File: config.mk
export PLATFORM = sky130hd
export DESIGN_NAME = led_pattern_seq_flat
export DESIGN_NICKNAME = d
export VERILOG_FILES = /design/src/rtl/led_pattern_seq_if.sv /design/src/rtl/led_pattern_seq.sv /design/src/flat_wrapper.sv
export SDC_FILE = /design/constraint.sdc
export NUM_CORES = 1
export LEC_CHECK = 0
export CAP_MARGIN = 20
export CELL_PAD_IN_SITES_DETAIL_PLACEMENT = 1
export CELL_PAD_IN_SITES_GLOBAL_PLACEMENT = 1
export CORE_MARGIN = 5
export CORE_UTILIZATION = 40
export CTS_CLUSTER_DIAMETER = 120
export CTS_CLUSTER_SIZE = 28
export DETAILED_ROUTE_END_ITERATION = 6
export GPL_TIMING_DRIVEN = 0
export PLACE_DENSITY = 0.84
export SYNTH_ARGS = -nofsm -noshare
export SYNTH_HDL_FRONTEND = slang
export SYNTH_SLANG_ARGS = --single-unit
File: constraint.sdc
create_clock -name clk -period 3.25 [get_ports clk]
set_clock_uncertainty 0.05 [all_clocks]
set_input_delay 0.65 -clock clk [delete_from_list [all_inputs] [get_ports clk]]
set_output_delay 0.65 -clock clk [all_outputs]
set_load 0.005 [all_outputs]
File: src/rtl/led_pattern_seq_if.sv
// Mode-change handshake between a mode source (master) and led_pattern_seq (slave).
// The transfer happens on a cycle where mode_valid and mode_ready are both high.
interface led_pattern_seq_if;
   logic [1:0] mode_in;
   logic       mode_valid;
   logic       mode_ready;

   modport master (output mode_in, output mode_valid, input mode_ready);
   modport slave  (input mode_in, input mode_valid, output mode_ready);
endinterface

File: src/rtl/led_pattern_seq.sv
// Turns blink-counter wrap ticks into blink/chase/bounce LED pattern steps.
// Define LED_SEQ_PWM_EN to add a duty-cycle dimming stage on the LED outputs.
module led_pattern_seq #(
   parameter int NLED       = 4,
   parameter int STEP_TICKS = 2,
   parameter int PWM_BITS   = 4
) (
   input  logic                clk,
   input  logic                rst_n,
   input  logic                tick_in,
   input  logic [PWM_BITS-1:0] duty_in,
   led_pattern_seq_if.slave    mbus,
   output logic [NLED-1:0]     leds,
   output logic                step_pulse
);

   localparam int TW = (STEP_TICKS > 1) ? $clog2(STEP_TICKS) : 1;
   localparam logic [TW-1:0]   LAST_TICK = TW'(STEP_TICKS - 1);
   localparam logic [NLED-1:0] ONE_HOT0  = NLED'(1);

   localparam logic [1:0] MODE_OFF    = 2'd0;
   localparam logic [1:0] MODE_BLINK  = 2'd1;
   localparam logic [1:0] MODE_CHASE  = 2'd2;
   localparam logic [1:0] MODE_BOUNCE = 2'd3;

   logic [TW-1:0]   tickCnt;
   logic [1:0]      mode;
   logic [1:0]      pendMode;
   logic            pending;
   logic            dirDown;
   logic [NLED-1:0] pattern;
   logic [NLED-1:0] nextPattern;
   logic            nextDirDown;
   logic            step;
   logic            accept;

   assign step            = tick_in && (tickCnt == LAST_TICK);
   assign accept          = mbus.mode_valid && !pending;
   assign mbus.mode_ready = !pending;

   always_ff @(posedge clk or negedge rst_n) begin
      if (!rst_n) begin
         tickCnt <= '0;
      end else if (tick_in) begin
         tickCnt <= step ? '0 : tickCnt + TW'(1);
      end
   end

   // A pending mode always wins over advancing: the step loads its initial pattern.
   always_comb begin
      nextPattern = pattern;
      nextDirDown = dirDown;
      if (pending) begin
         nextDirDown = 1'b0;
         case (pendMode)
            MODE_BLINK:  nextPattern = '1;
            MODE_CHASE:  nextPattern = ONE_HOT0;
            MODE_BOUNCE: nextPattern = ONE_HOT0;
            default:     nextPattern = '0;
         endcase
      end else begin
         case (mode)
            MODE_BLINK: nextPattern = ~pattern;
            MODE_CHASE: nextPattern = (pattern << 1) | (pattern >> (NLED - 1));
            MODE_BOUNCE: begin
               if (NLED == 1) begin
                  nextPattern = ONE_HOT0;
               end else if (!dirDown) begin
                  nextPattern = pattern << 1;
                  nextDirDown = nextPattern[NLED-1];
               end else begin
                  nextPattern = pattern >> 1;
                  nextDirDown = !nextPattern[0];
               end
            end
            default: nextPattern = '0;
         endcase
      end
   end

   // An acceptance coinciding with a step sees pending==0, so that step advances normally.
   always_ff @(posedge clk or negedge rst_n) begin
      if (!rst_n) begin
         mode       <= MODE_OFF;
         pendMode   <= MODE_OFF;
         pending    <= 1'b0;
         dirDown    <= 1'b0;
         pattern    <= '0;
         step_pulse <= 1'b0;
      end else begin
         step_pulse <= step;
         if (step) begin
            pattern <= nextPattern;
            dirDown <= nextDirDown;
            if (pending) begin
               mode <= pendMode;
            end
         end
         if (accept) begin
            pendMode <= mbus.mode_in;
            pending  <= 1'b1;
         end else if (step) begin
            pending <= 1'b0;
         end
      end
   end

`ifdef LED_SEQ_PWM_EN
   logic [PWM_BITS-1:0] pwmCnt;
   logic                pwmOn;

   // Full-scale duty bypasses the compare so the LEDs stay continuously lit.
   assign pwmOn = (duty_in == '1) || (pwmCnt < duty_in);

   always_ff @(posedge clk or negedge rst_n) begin
      if (!rst_n) begin
         pwmCnt <= '0;
         leds   <= '0;
      end else begin
         pwmCnt <= pwmCnt + PWM_BITS'(1);
         leds   <= pattern & {NLED{pwmOn}};
      end
   end
`else
   logic unusedDuty;
   assign unusedDuty = ^duty_in;

   always_ff @(posedge clk or negedge rst_n) begin
      if (!rst_n) begin
         leds <= '0;
      end else begin
         leds <= pattern;
      end
   end
`endif

endmodule
File: src/flat_wrapper.sv
// flat-port wrapper written by rule: the top's interface ports become plain ports
module led_pattern_seq_flat 
#(
   parameter int NLED       = 4,
   parameter int STEP_TICKS = 2,
   parameter int PWM_BITS   = 4
)
  (clk, rst_n, tick_in, duty_in, leds, step_pulse, mbus_mode_in, mbus_mode_valid, mbus_mode_ready);
  led_pattern_seq_if mbus_i ();
  input  logic clk;
  input  logic rst_n;
  input  logic tick_in;
  input  logic [PWM_BITS-1:0] duty_in;
  output logic [NLED-1:0] leds;
  output logic step_pulse;
  input wire logic [$bits(mbus_i.mode_in)-1:0] mbus_mode_in;
  input wire logic [$bits(mbus_i.mode_valid)-1:0] mbus_mode_valid;
  output wire logic [$bits(mbus_i.mode_ready)-1:0] mbus_mode_ready;
  assign mbus_i.mode_in = mbus_mode_in;
  assign mbus_i.mode_valid = mbus_mode_valid;
  assign mbus_mode_ready = mbus_i.mode_ready;
  led_pattern_seq #(.NLED(NLED), .STEP_TICKS(STEP_TICKS), .PWM_BITS(PWM_BITS)) u_core (.clk(clk), .rst_n(rst_n), .tick_in(tick_in), .duty_in(duty_in), .mbus(mbus_i), .leds(leds), .step_pulse(step_pulse));
endmodule
Word level (Yosys, flattened, before mapping)

Cells that the tools add are included.

Register bits after elaboration: 16
Input bits: 10
Output and inout bits: 6
Logic and storage cells: 36

$add $sub $neg: 1
Equality and inequality tests: 6
Multiplexer cells: 10
Bitwise gates (word level): 2
Reductions and logical operators: 9

Operators with widths:

| kind                                          | count |
|---|---|
| case mux 4 bit (3 select lines)               | 1 |
| == test 2 bit, second input constant          | 4 |
| 2-to-1 mux 4 bit                              | 2 |
| case mux 4 bit (2 select lines)               | 1 |
| 2-to-1 mux 1 bit                              | 6 |
| == test 2 x 1 -> 1 bit, second input constant | 2 |
| NOT 4 bit                                     | 1 |
| OR 4 x 1 -> 4 bit                             | 1 |
| AND reduction 2 bit                           | 2 |
| nonzero test 2 bit                            | 2 |
| logical AND 1 bit                             | 2 |
| zero test 1 bit                               | 2 |
| OR reduction 2 bit                            | 1 |
| adder 1 bit, second input constant            | 1 |

Depth between registers and ports, before layout

Gate-level depths: netlist of the first run.

Word-level depth: 4
Gate-level depth with buffers: 4
Mapped depth without buffers: 4

Least setup slack after synthesis of the first run

OpenSTA, ideal clock, no wires.

Kind: in2reg
From: input port tick_in
To: register u_core.mode[0]
Setup time: 0.125 ns
Arrival: 1.200 ns
Data required time: 3.075 ns
Path slack: 1.875 ns
Stages: 4
Buffers on the path: 0
Cells stage by stage: nand2_2 > inv_2 > nand2_2 > mux2_2

Longest elaborated chain between the ends: 2

RTL lines:

| element                       | RTL line              | RTL |
|---|---|---|
| start: declaration            | flat_wrapper.sv:12    | `input logic tick_in;` |
| logical AND 1 bit             | led_pattern_seq.sv:37 | `assign step = tick_in && (tickCnt == LAST_TICK);` |
| named net u_core.step         | led_pattern_seq.sv:34 | `logic step;` |
| AND reduction 2 bit (no line) | -                     |  |
| end signal: assignment        | led_pattern_seq.sv:96 | `mode <= pendMode;` |
| end: declaration              | led_pattern_seq.sv:27 | `logic [1:0] mode;` |

The timed path passes the listed nets, and every way through them passes these cells.
A chain may end at the register's enable or synchronous reset.

Worst setup path in the final report of the first run

From: register u_core.pending
To: output port mbus_mode_ready

Longest elaborated chain between the ends: 1

RTL lines:

| element                  | RTL line               | RTL |
|---|---|---|
| start: declaration       | led_pattern_seq.sv:29  | `logic pending;` |
| start signal: assignment | led_pattern_seq.sv:86  | `pending <= 1'b0;` |
| start signal: assignment | led_pattern_seq.sv:101 | `pending <= 1'b1;` |
| start signal: assignment | led_pattern_seq.sv:103 | `pending <= 1'b0;` |
| zero test 1 bit          | led_pattern_seq.sv:39  | `assign mbus.mode_ready = !pending;` |
| end: declaration         | flat_wrapper.sv:18     | `output wire logic [$bits(mbus_i.mode_ready)-1:0] mbus_mode_ready;` |

No other way between the ends.

==> key figures, run 1 <==
Status
  • Status: completed

Pwr
  • Pwr per Cell Area: ~950 mW/mm2
  • Reg power frac: about 45%
  • Clock network power share: between 10% and 20%
  • NetSw: roughly 300 uW
  • Switching portion of total power: between 30% and 40%
  • Worst vdd ir: about 410 uV
  • LEAKAGE: between 0.0003 and 0.0004 uW
  • Internal Dissipation: about 540 uW
  • Comb pwr share: between 30% and 40%

STA
  • Max Slew Vio Count: 0
  • Total Neg Setup Slack: 0 ps
  • Slew @ Worst Pin: just under 700 ps
  • Unrepaired setup endpoints after global routing: false
  • Period minus WS final: 2102 ps
  • Final Hold Viols: 0
  • Worst Slack Setup Final: about 1100 ps
  • Max-slew headroom: 54.41%
  • Final Setup Violations: 0
  • Period utilization: between 60% and 70%
  • Peak Freq: 475.8 MHz

Finish
  • Non-Filler Instances: about 100
  • Final Cell Area: 893.4 um2
  • P&R area growth vs syn: 24.83%
  • Nets: between 80 and 90
  • Most common cell after layout, fill and taps aside: dfrtp_1
  • Layout cells sized above 1: between 10% and 20%
  • Most frequent cells in the layout: dfrtp_1, clkdlybuf4s50_1, a211oi_1
  • N_diodes: 0
  • Final core utilization: a little over half

Worst setup path
  • Critical path's slowest cell: clkdlybuf4s50_1
  • Data arrival time at the worst-slack endpoint: 1400 ps
  • Crit Path Class: reg -> out
  • CP endpoint kind: output port
  • Startpoint class of the critical path: flip-flop
  • Crit-path max FO: 8
  • CP max stage delay: roughly 500 ps
  • Reg2Reg Depth: 3
  • CP cell instances: inv_1 -> clkdlybuf4s50_1
  • Flop2flop setup slack: 1890 ps
  • Reg-to-Reg Start: u_core.mode[0]
  • Crit path required time: about 2600 ps
  • R2r endpoint: u_core.pattern[2]

Clock network
  • Number of post-CTS setup repair buffers: 0
  • Clock Sinks: 16
  • PostCTS Resize Cnt: 0
  • Cts bufs inserted: 3
  • Worst-path clk slew: approximately 100 ps
  • Clock Tree Buf Depth: 2
  • Hold_buf cts: 0
  • CTS tree: built
  • CTS Root Cell: clkbuf_4
  • # H-tree levels: 1
  • Skew-Pair Late Insertion Delay: around 280 ps

Global route
  • Overall Global Routing Usage: between 10% and 20%
  • Pin count of the biggest net entering global routing: 17
  • Total grt overflow: 0
  • Antenna violations before repair: 0
  • First-pass GRT wire length: roughly 2.8 mm
  • Vias in the first global route: just over 600

Floorplan
  • Die width: 52.30 um
  • I/O Pins: 16
  • DIE AREA: 0.002735 mm2
  • Core area: 0.001708 mm2
  • Chip height: 52.30 um
  • # rows: 15
  • Initial core utilization: between 40% and 50%

Min path
  • Min-Delay Path Depth: 0
  • Hold Startpoint: u_core.pattern[3]
  • Hold WC Path Type: reg -> reg
  • Hold Path End: u_core.leds[3]

Route
  • Post-DRT Antenna Nets: 0
  • Drt pass-1 iters: 3
  • WL per Instance: roughly 15 um
  • Residual DRC count: 0
  • Total routed wirelength: between 1.5 and 2 mm
  • Drt initial violations: 7
  • Via/cell ratio: roughly 5.3
  • Via count: around 540

Placement
  • Setup WS pre-CTS: approximately 1200 ps
  • DP HPWL: between 1 and 1.5 mm
  • RePlAce Congestion: ~0.77
  • Placed instance area: between 800 and 900 um2
  • PortBufs: 11
  • Placed cell count: 98

Synthesis
  • Area leader, netlist: dfrtp_1
  • Syn_nets: 72
  • Synthesized area: about 700 um2
  • Synth Instances: 62
  • Syn_area_per_cell: approximately 12 um2
  • Post-synth cell types: 28
  • Post-synth top area share: between 50% and 60%
  • Register area share after synthesis: between 50% and 60%
  • Synth area leaders: dfrtp_1, mux2_2, a211oi_1
  • Number of synthesis warnings: 0
  • Flops & latches, synth: 16

Flow run
  • Max Cap Viol: 0
[registers in the layout, indices dropped and copies added (netlist names)]
name / flops
u_core.pattern: 4
u_core.dirDown: 1
u_core.leds: 4
u_core.pendMode: 2
u_core.pending: 1
u_core.step_pulse: 1
u_core.tickCnt: 1
u_core.mode: 2
[how the worst max path moves through the flow]
stage                    from               to  cells past startpoint
4_1_cts        u_core.pending  mbus_mode_ready                      2
3_5_place_dp          tick_in   u_core.mode[0]                      5
6_report       u_core.pending  mbus_mode_ready                      2
5_1_grt        u_core.pending  mbus_mode_ready                      2
2_1_floorplan         tick_in   u_core.mode[0]                      4
3_3_place_gp          tick_in   u_core.mode[0]                      5
[synthesized netlist by cell type]
master and count:
and4_1 2, nor2_1 3, o22ai_1 1, nor3b_1 4, or2_2 1, and3_1 1
buf_2 2, a21boi_0 1, and3b_1 1, nor2b_1 2, o21ai_0 2, nand4b_1 1
a21o_1 1, mux2_2 4, a211oi_1 5, nand2_1 1, o21a_1 1, o31ai_1 1
nor3_1 1, inv_2 1, dfrtp_1 16, nand3_1 1, xor2_1 1, and4b_1 1
inv_1 1, nand2_2 2, a21oi_1 3, a22oi_1 1
[per-layer routing]
layer,part of all wire [%],vias up,GRT usage (%)
met5,0,-,0
met4,1.7,0,8.511
met3,3.9,4,2.849
met2,52,15,22.31
met1,43,264,16.46
li1,-,259,-
[critical path: cells and delay by family (launching register included)]
kind                   cells  cell delay, ps
buffers and inverters      2             640
DFF                        1             480
[area by class of cell]
type | count | area [um2]
Clock buffer | 4 | 36.28
Sequential cell | 16 | 400.4
Tap cell | 25 | 31.28
Buffer | 2 | 10.01
Multi-Input combinational cell | 42 | 297.8
Timing Repair Buffer | 11 | 110.1
Fill cell | 181 | 814.5
Inverter | 2 | 7.507
[metrics by stage]
step                      hold slack [ps]  total power, uW
after global placement              400.1            703.5
after CTS                           438.4            860.8
after floorplan                     304.4            572.5
after detailed placement            409.9            725.1
after global routing                464.8            918.5
final                               446.9            850.3
[cells by family (layout without fill, tap and decap cells)]
kind of cell	after synthesis	in the layout	share of synthesized area (%)
multiplexers	4	4	6.293
flip-flops	16	16	55.94
AO/OA/AOI/OAI	16	16	14.86
buffers and inverters	4	19	2.447
XOR/XNOR	1	1	1.224
AND/OR/NAND/NOR	21	21	19.23
[power by group through the flow]
stage,clock network [uW],registers [uW],logic [uW]
after global placement,0,384,320
after CTS,137,386,338
final,133,386,331
after global routing,147,403,368
after detailed placement,0,390,335
after floorplan,0,362,210
No activity file was read; power rests on OpenSTA's default activity.
==> run 2, diff against run 1 <==
CORE_UTILIZATION = 33   (was 40)
PLACE_DENSITY = 0.74   (was 0.84)
clock period = 1.8 ns   (was 3.25 ns; I/O delays follow)
==> run 2 against run 1 <==
Compared with the run above: first-iteration DRC count down 57%; design area up 2.1%; total power up 82%; via count down 1.3%; utilization down 7.2 points; critical path depth unchanged; register-to-register slack worse by 1400 ps; critical path type unchanged; largest power group unchanged.
==> key figures, run 2 (synthesis gave the netlist of run 1 again) <==
Status
  • Status: completed

Worst setup path
  • Flop2flop setup slack: 470 ps
  • Startpoint class of the critical path: flip-flop
  • Critical path's slowest cell: clkdlybuf4s50_1
  • CP max stage delay: roughly 510 ps
  • Crit Path Class: reg -> out
  • CP endpoint kind: output port
  • CP cell instances: inv_2 -> clkdlybuf4s50_1
  • Crit-path max FO: 5
  • Crit path required time: 1390 ps
  • Data arrival time at the worst-slack endpoint: around 1300 ps

Finish
  • Sequential cell area: approximately 400 um2
  • Area occupied by multi-input gates: around 300 um2
  • N_diodes: 0
  • Largest regs: u_core.leds x4, u_core.pattern x4
  • Most frequent cells in the layout: dfrtp_1, clkdlybuf4s50_1, a211oi_1
  • P&R area growth vs syn: 27.45%
  • Final core utilization: between 40% and 50%
  • Layout cells sized above 1: 22.78%
  • Layout fillers: approximately 220
  • Final Cell Area: around 900 um2
  • Nets: 90
  • Most common cell after layout, fill and taps aside: dfrtp_1

Clock network
  • Clock Sinks: 16
  • Cts bufs inserted: 3
  • Skew-Pair Late Insertion Delay: between 200 and 300 ps
  • Clock Tree Buf Depth: 2
  • Hold_buf cts: 0
  • CTS Root Cell: clkbuf_4
  • Worst-path clk slew: 80 ps
  • # H-tree levels: 1
  • CTS tree: built

Global route
  • Pin count of the biggest net entering global routing: 17
  • Overall Global Routing Usage: 10.09%
  • Total grt overflow: 0
  • Antenna violations before repair: 0
  • First-pass GRT wire length: 2.518 mm
  • Vias in the first global route: ~550

Flow run
  • Max Cap Viol: 0

Floorplan
  • DIE AREA: between 0.003 and 0.004 mm2
  • # rows: 16
  • Core area: 0.002022 mm2
  • Die width: around 57 um
  • I/O Pins: 16
  • Initial core utilization: between 30% and 40%
  • Chip height: 56.57 um

Min path
  • Hold WC Path Type: reg -> reg

STA
  • Slew @ Worst Pin: between 600 and 700 ps
  • Unrepaired setup endpoints after global routing: false
  • Worst hold slack: 421.6 ps
  • Total Neg Setup Slack: 0 ps
  • Period minus WS final: 1720 ps
  • Max-slew headroom: between 50% and 60%
  • Final Setup Violations: 0
  • Period utilization: around 96%
  • Final Hold Viols: 0
  • Max Slew Vio Count: 0
  • Peak Freq: ~580 MHz

Pwr
  • Worst vdd ir: between 700 and 800 uV
  • Total power: ~1500 uW
  • LEAKAGE: ~0.00038 uW
  • Pwr per Cell Area: 1692 mW/mm2

Route
  • WL per Instance: roughly 14 um
  • Via count: between 500 and 600
  • Total routed wirelength: between 1 and 1.5 mm
  • Residual DRC count: 0
  • Via/cell ratio: 5.047
  • Drt pass-1 iters: 2
  • Drt initial violations: 3
  • Post-DRT Antenna Nets: 0

Placement
  • RePlAce Congestion: 0.8315
  • Placed instance area: 859.6 um2
  • DP HPWL: between 1 and 1.5 mm
  • PortBufs: 11
[run 2: final cells by class]
| cell class | count | area share, % |
|---|---|---|
| plain buffers | 2 | 1.097 |
| well taps | 27 | 3.704 |
| flip-flops and latches | 16 | 44.03 |
| clock buffers | 4 | 3.978 |
| inverters | 2 | 0.8230 |
| repair buffers | 13 | 13.72 |
| multi-input cells | 42 | 32.65 |
[run 2: final timing paths]
| kind | startpoint | to | cells past startpoint |
|---|---|---|---|
| max | u_core.pending | mbus_mode_ready | 2 |
| min | u_core.pattern[0] | u_core.leds[0] | 0 |
| max reg2reg | u_core.dirDown | u_core.pattern[1] | 3 |
| min reg2reg | u_core.pattern[0] | u_core.leds[0] | 0 |
| max in group asynchronous | rst_n | u_core.pending | 1 |
| min in group asynchronous | rst_n | u_core.pattern[0] | 1 |
[run 2: per-layer routing]
metal	GRT usage, %	wire length (um)	up-vias
li1	-	-	265
met1	11.99	648	254
met2	16.34	700	14
met3	4.587	100	2
met4	2.712	12	0
met5	0	0	-
[run 2: what timing repair did]
action                     CTS  global route
resized for setup            1             1
setup endpoints to repair    1             1
pin swaps                    0             0
setup buffers                0             2
[run 2: per-stage QoR]
step           instances  setup WS, ps
3_3_place_gp         100         64.53
3_5_place_dp         100         55.88
5_1_grt              106         2.184
6_report             106         79.79
2_1_floorplan         62         618.3
4_1_cts              104         4.258
[run 2: power by group]
part	total (uW)	internal (uW)	switching, uW
logic	637	358	278
registers	684	530	154
clock network	223	123	100
[run 2: critical path: cells and delay by family, from the launching register on]
family	cells	cell delay (ps)
buf+inv	2	590
flops	1	440
==> run 3, diff against run 2 <==
ABC_AREA = 1   (was default)
CAP_MARGIN = 10   (was 20)
CORE_UTILIZATION = 31   (was 33)
==> run 3 against run 2 <==
Compared with the run above: critical path depth unchanged; worst hold slack got worse by 36 ps; sequential share of layout area about the same; global-route usage increased by 0.34 points; cell count increased by 23%; area after synthesis decreased by 0.35%; first-iteration DRC count increased to 3.7 times the previous value; critical path type unchanged; routed wire length increased by 13%; non-clock buffer count decreased by 2.
==> key figures, run 3 <==
Status
  • Status: completed

Worst setup path
  • Reg-to-Reg Start: u_core.mode[1]
  • Flop2flop setup slack: 650 ps
  • CP cell instances: inv_4 -> clkdlybuf4s50_1
  • CP endpoint kind: output port
  • Buf/Inv on CP: 2
  • Startpoint class of the critical path: flip-flop
  • Crit-path max FO: 5
  • Crit path required time: roughly 1400 ps
  • Stages on worst setup path: 2
  • R2r endpoint: u_core.pattern[1]
  • Data arrival time at the worst-slack endpoint: 1320 ps
  • Cell family with the largest share of critical-path delay: buffers and inverters
  • Worst setup endpoint: mbus_mode_ready
  • Reg2Reg Depth: 7
  • Critical path's slowest cell: clkdlybuf4s50_1
  • Worst setup path startpoint: u_core.pending
  • Crit Path Class: reg -> out
  • CP max stage delay: roughly 500 ps

Global route
  • Antenna violations before repair: 0
  • Vias in the first global route: 630
  • First-pass GRT wire length: approximately 2.7 mm
  • Total grt overflow: 0
  • Overall Global Routing Usage: a little over a tenth
  • Pin count of the biggest net entering global routing: 17

Clock network
  • Worst-path clk slew: 100 ps
  • Cts bufs inserted: 3
  • # H-tree levels: 1
  • Clock Sinks: 16
  • CTS tree: built
  • PostCTS Resize Cnt: 0
  • Skew-Pair Late Insertion Delay: ~290 ps
  • Clock Tree Buf Depth: 2
  • Number of post-CTS setup repair buffers: 0
  • Hold_buf cts: 0
  • CTS Root Cell: clkbuf_4

Synthesis
  • EDFF count, synth: 0
  • Syn_area_per_cell: between 8 and 9 um2
  • Register area share after synthesis: a little under three fifths
  • Post-synth cell types: 14
  • Flops & latches, synth: 16
  • Area leader, netlist: dfrtp_1
  • Number of synthesis warnings: 0
  • Synthesized area: approximately 710 um2
  • Most frequent cell after synthesis: nand2_1
  • Ys async rst share: 100.0%
  • Syn_nets: between 90 and 100
  • Post-synth top area share: approximately 56%
  • Synth area leaders: dfrtp_1, nand3_1, nand2_1
  • Most frequent cells after synthesis: nand2_1, dfrtp_1, nand3_1
  • Synth Flop Type: dfrtp_1
  • Simple-gate portion of the synthesized area: 25.26%
  • Synth Area in Adders: 0%
  • Mux share of post-synthesis cell area: 0%
  • Compound-Gate Fraction of Synth Area: roughly a tenth
  • Synth Instances: 85
  • Xor/xnor share of the synthesized area: 0%
  • Largest family of logic cells by synthesized area: simple AND/OR/NAND/NOR gates

Floorplan
  • I/O Pins: 16
  • Chip height: 57.97 um
  • Core area: approximately 0.0022 mm2
  • Initial core utilization: 32.24%
  • Die width: approximately 58 um
  • # rows: 17
  • DIE AREA: 0.003360 mm2

Route
  • Drt pass-1 iters: 3
  • Drt initial violations: 11
  • Residual DRC count: 0
  • WL per Instance: ~13 um
  • Via/cell ratio: 4.738
  • Total routed wirelength: between 1.5 and 2 mm
  • Post-DRT Antenna Nets: 0
  • Via count: just over 600

STA
  • Final Hold Viols: 0
  • Worst hold slack: between 300 and 400 ps
  • Period utilization: between 90% and 100%
  • Max-slew headroom: 51.34%
  • Max Slew Vio Count: 0
  • Total Neg Setup Slack: 0 ps
  • Peak Freq: a little under 600 MHz
  • Unrepaired setup endpoints after global routing: false
  • Period minus WS final: 1729 ps
  • Final Setup Violations: 0
  • Slew @ Worst Pin: 727.6 ps

Finish
  • Layout cells sized above 1: 11.76%
  • Most common cell after layout, fill and taps aside: nand2_1
  • Largest regs: u_core.leds x4, u_core.pattern x4
  • N_diodes: 0
  • Nets: roughly 110
  • Most frequent cells in the layout: nand2_1, dfrtp_1, nand3_1
  • P&R area growth vs syn: 27.54%

Pwr
  • Worst vdd ir: 467.6 uV
  • LEAKAGE: roughly 0.00044 uW
  • Pwr per Cell Area: approximately 1400 mW/mm2

Flow run
  • Max Cap Viol: 0

Min path
  • Hold WC Path Type: reg -> reg

Placement
  • PortBufs: 11
  • RePlAce Congestion: 0.8422
  • DP HPWL: between 1 and 1.5 mm
run 3: cell count changes after synthesis, sizes merged, moves of 5 or more:
cell,previous run,this run
a211oi,5,0
nand3,1,14
inv,2,15
nand2,3,19
a21oi,3,8
run 3: final cells by class:
cell class                 instances  area, um2
fill                             294       1303
tap                               28      35.03
clock buffer                       4      36.28
multi-input combinational         53      249.0
inverter                          16      63.81
timing repair buffer              13      125.1
sequential                        16      400.4
run 3: worst min path at each step:
| stage | slack [ps] | from | cells after the start | to |
|---|---|---|---|---|
| after CTS | 380 | u_core.pattern[3] | 0 | u_core.leds[3] |
| after global routing | 390 | u_core.pattern[3] | 0 | u_core.leds[3] |
| after floorplan | 10 | rst_n | 0 | u_core.dirDown |
| after detailed placement | 360 | u_core.pattern[3] | 0 | u_core.leds[3] |
| final | 390 | u_core.pattern[3] | 0 | u_core.leds[3] |
| after global placement | 350 | u_core.pattern[3] | 0 | u_core.leds[3] |
run 3: metal layers:
| layer | wire, um | GRT usage [%] |
|---|---|---|
| met5 | 0 | 0 |
| met4 | 7 | 1.987 |
| met3 | 75 | 2.895 |
| met2 | 777 | 18.39 |
| met1 | 786 | 12.67 |
run 3: power breakdown:
group	total (uW)	internal, uW	switching [uW]	leakage, uW
Combinational	451	210	241	0.000235
Clock	247	123	124	0.0000210
Sequential	610	485	125	0.000187
run 3: through the flow:
step                total power (uW)  instances  instance area, um2  setup slack (ps)  util [%]
floorplan                      859.1         85               713.2             813.3         -
global placement                1044        124               858.3             174.3     38.80
detailed placement              1063        124               858.3             144.6     38.80
CTS                             1307        128               894.6             10.08     40.44
global route                    1411        130               909.6             12.54     41.12
finish                          1309        130               909.6             70.77     41.12
run 3: cells by family (layout without fill, tap and decap cells):
family          count (synthesis)  in the layout
compound gates                 13             13
simple gates                   40             40
flops                          16             16
buf+inv                        16             33
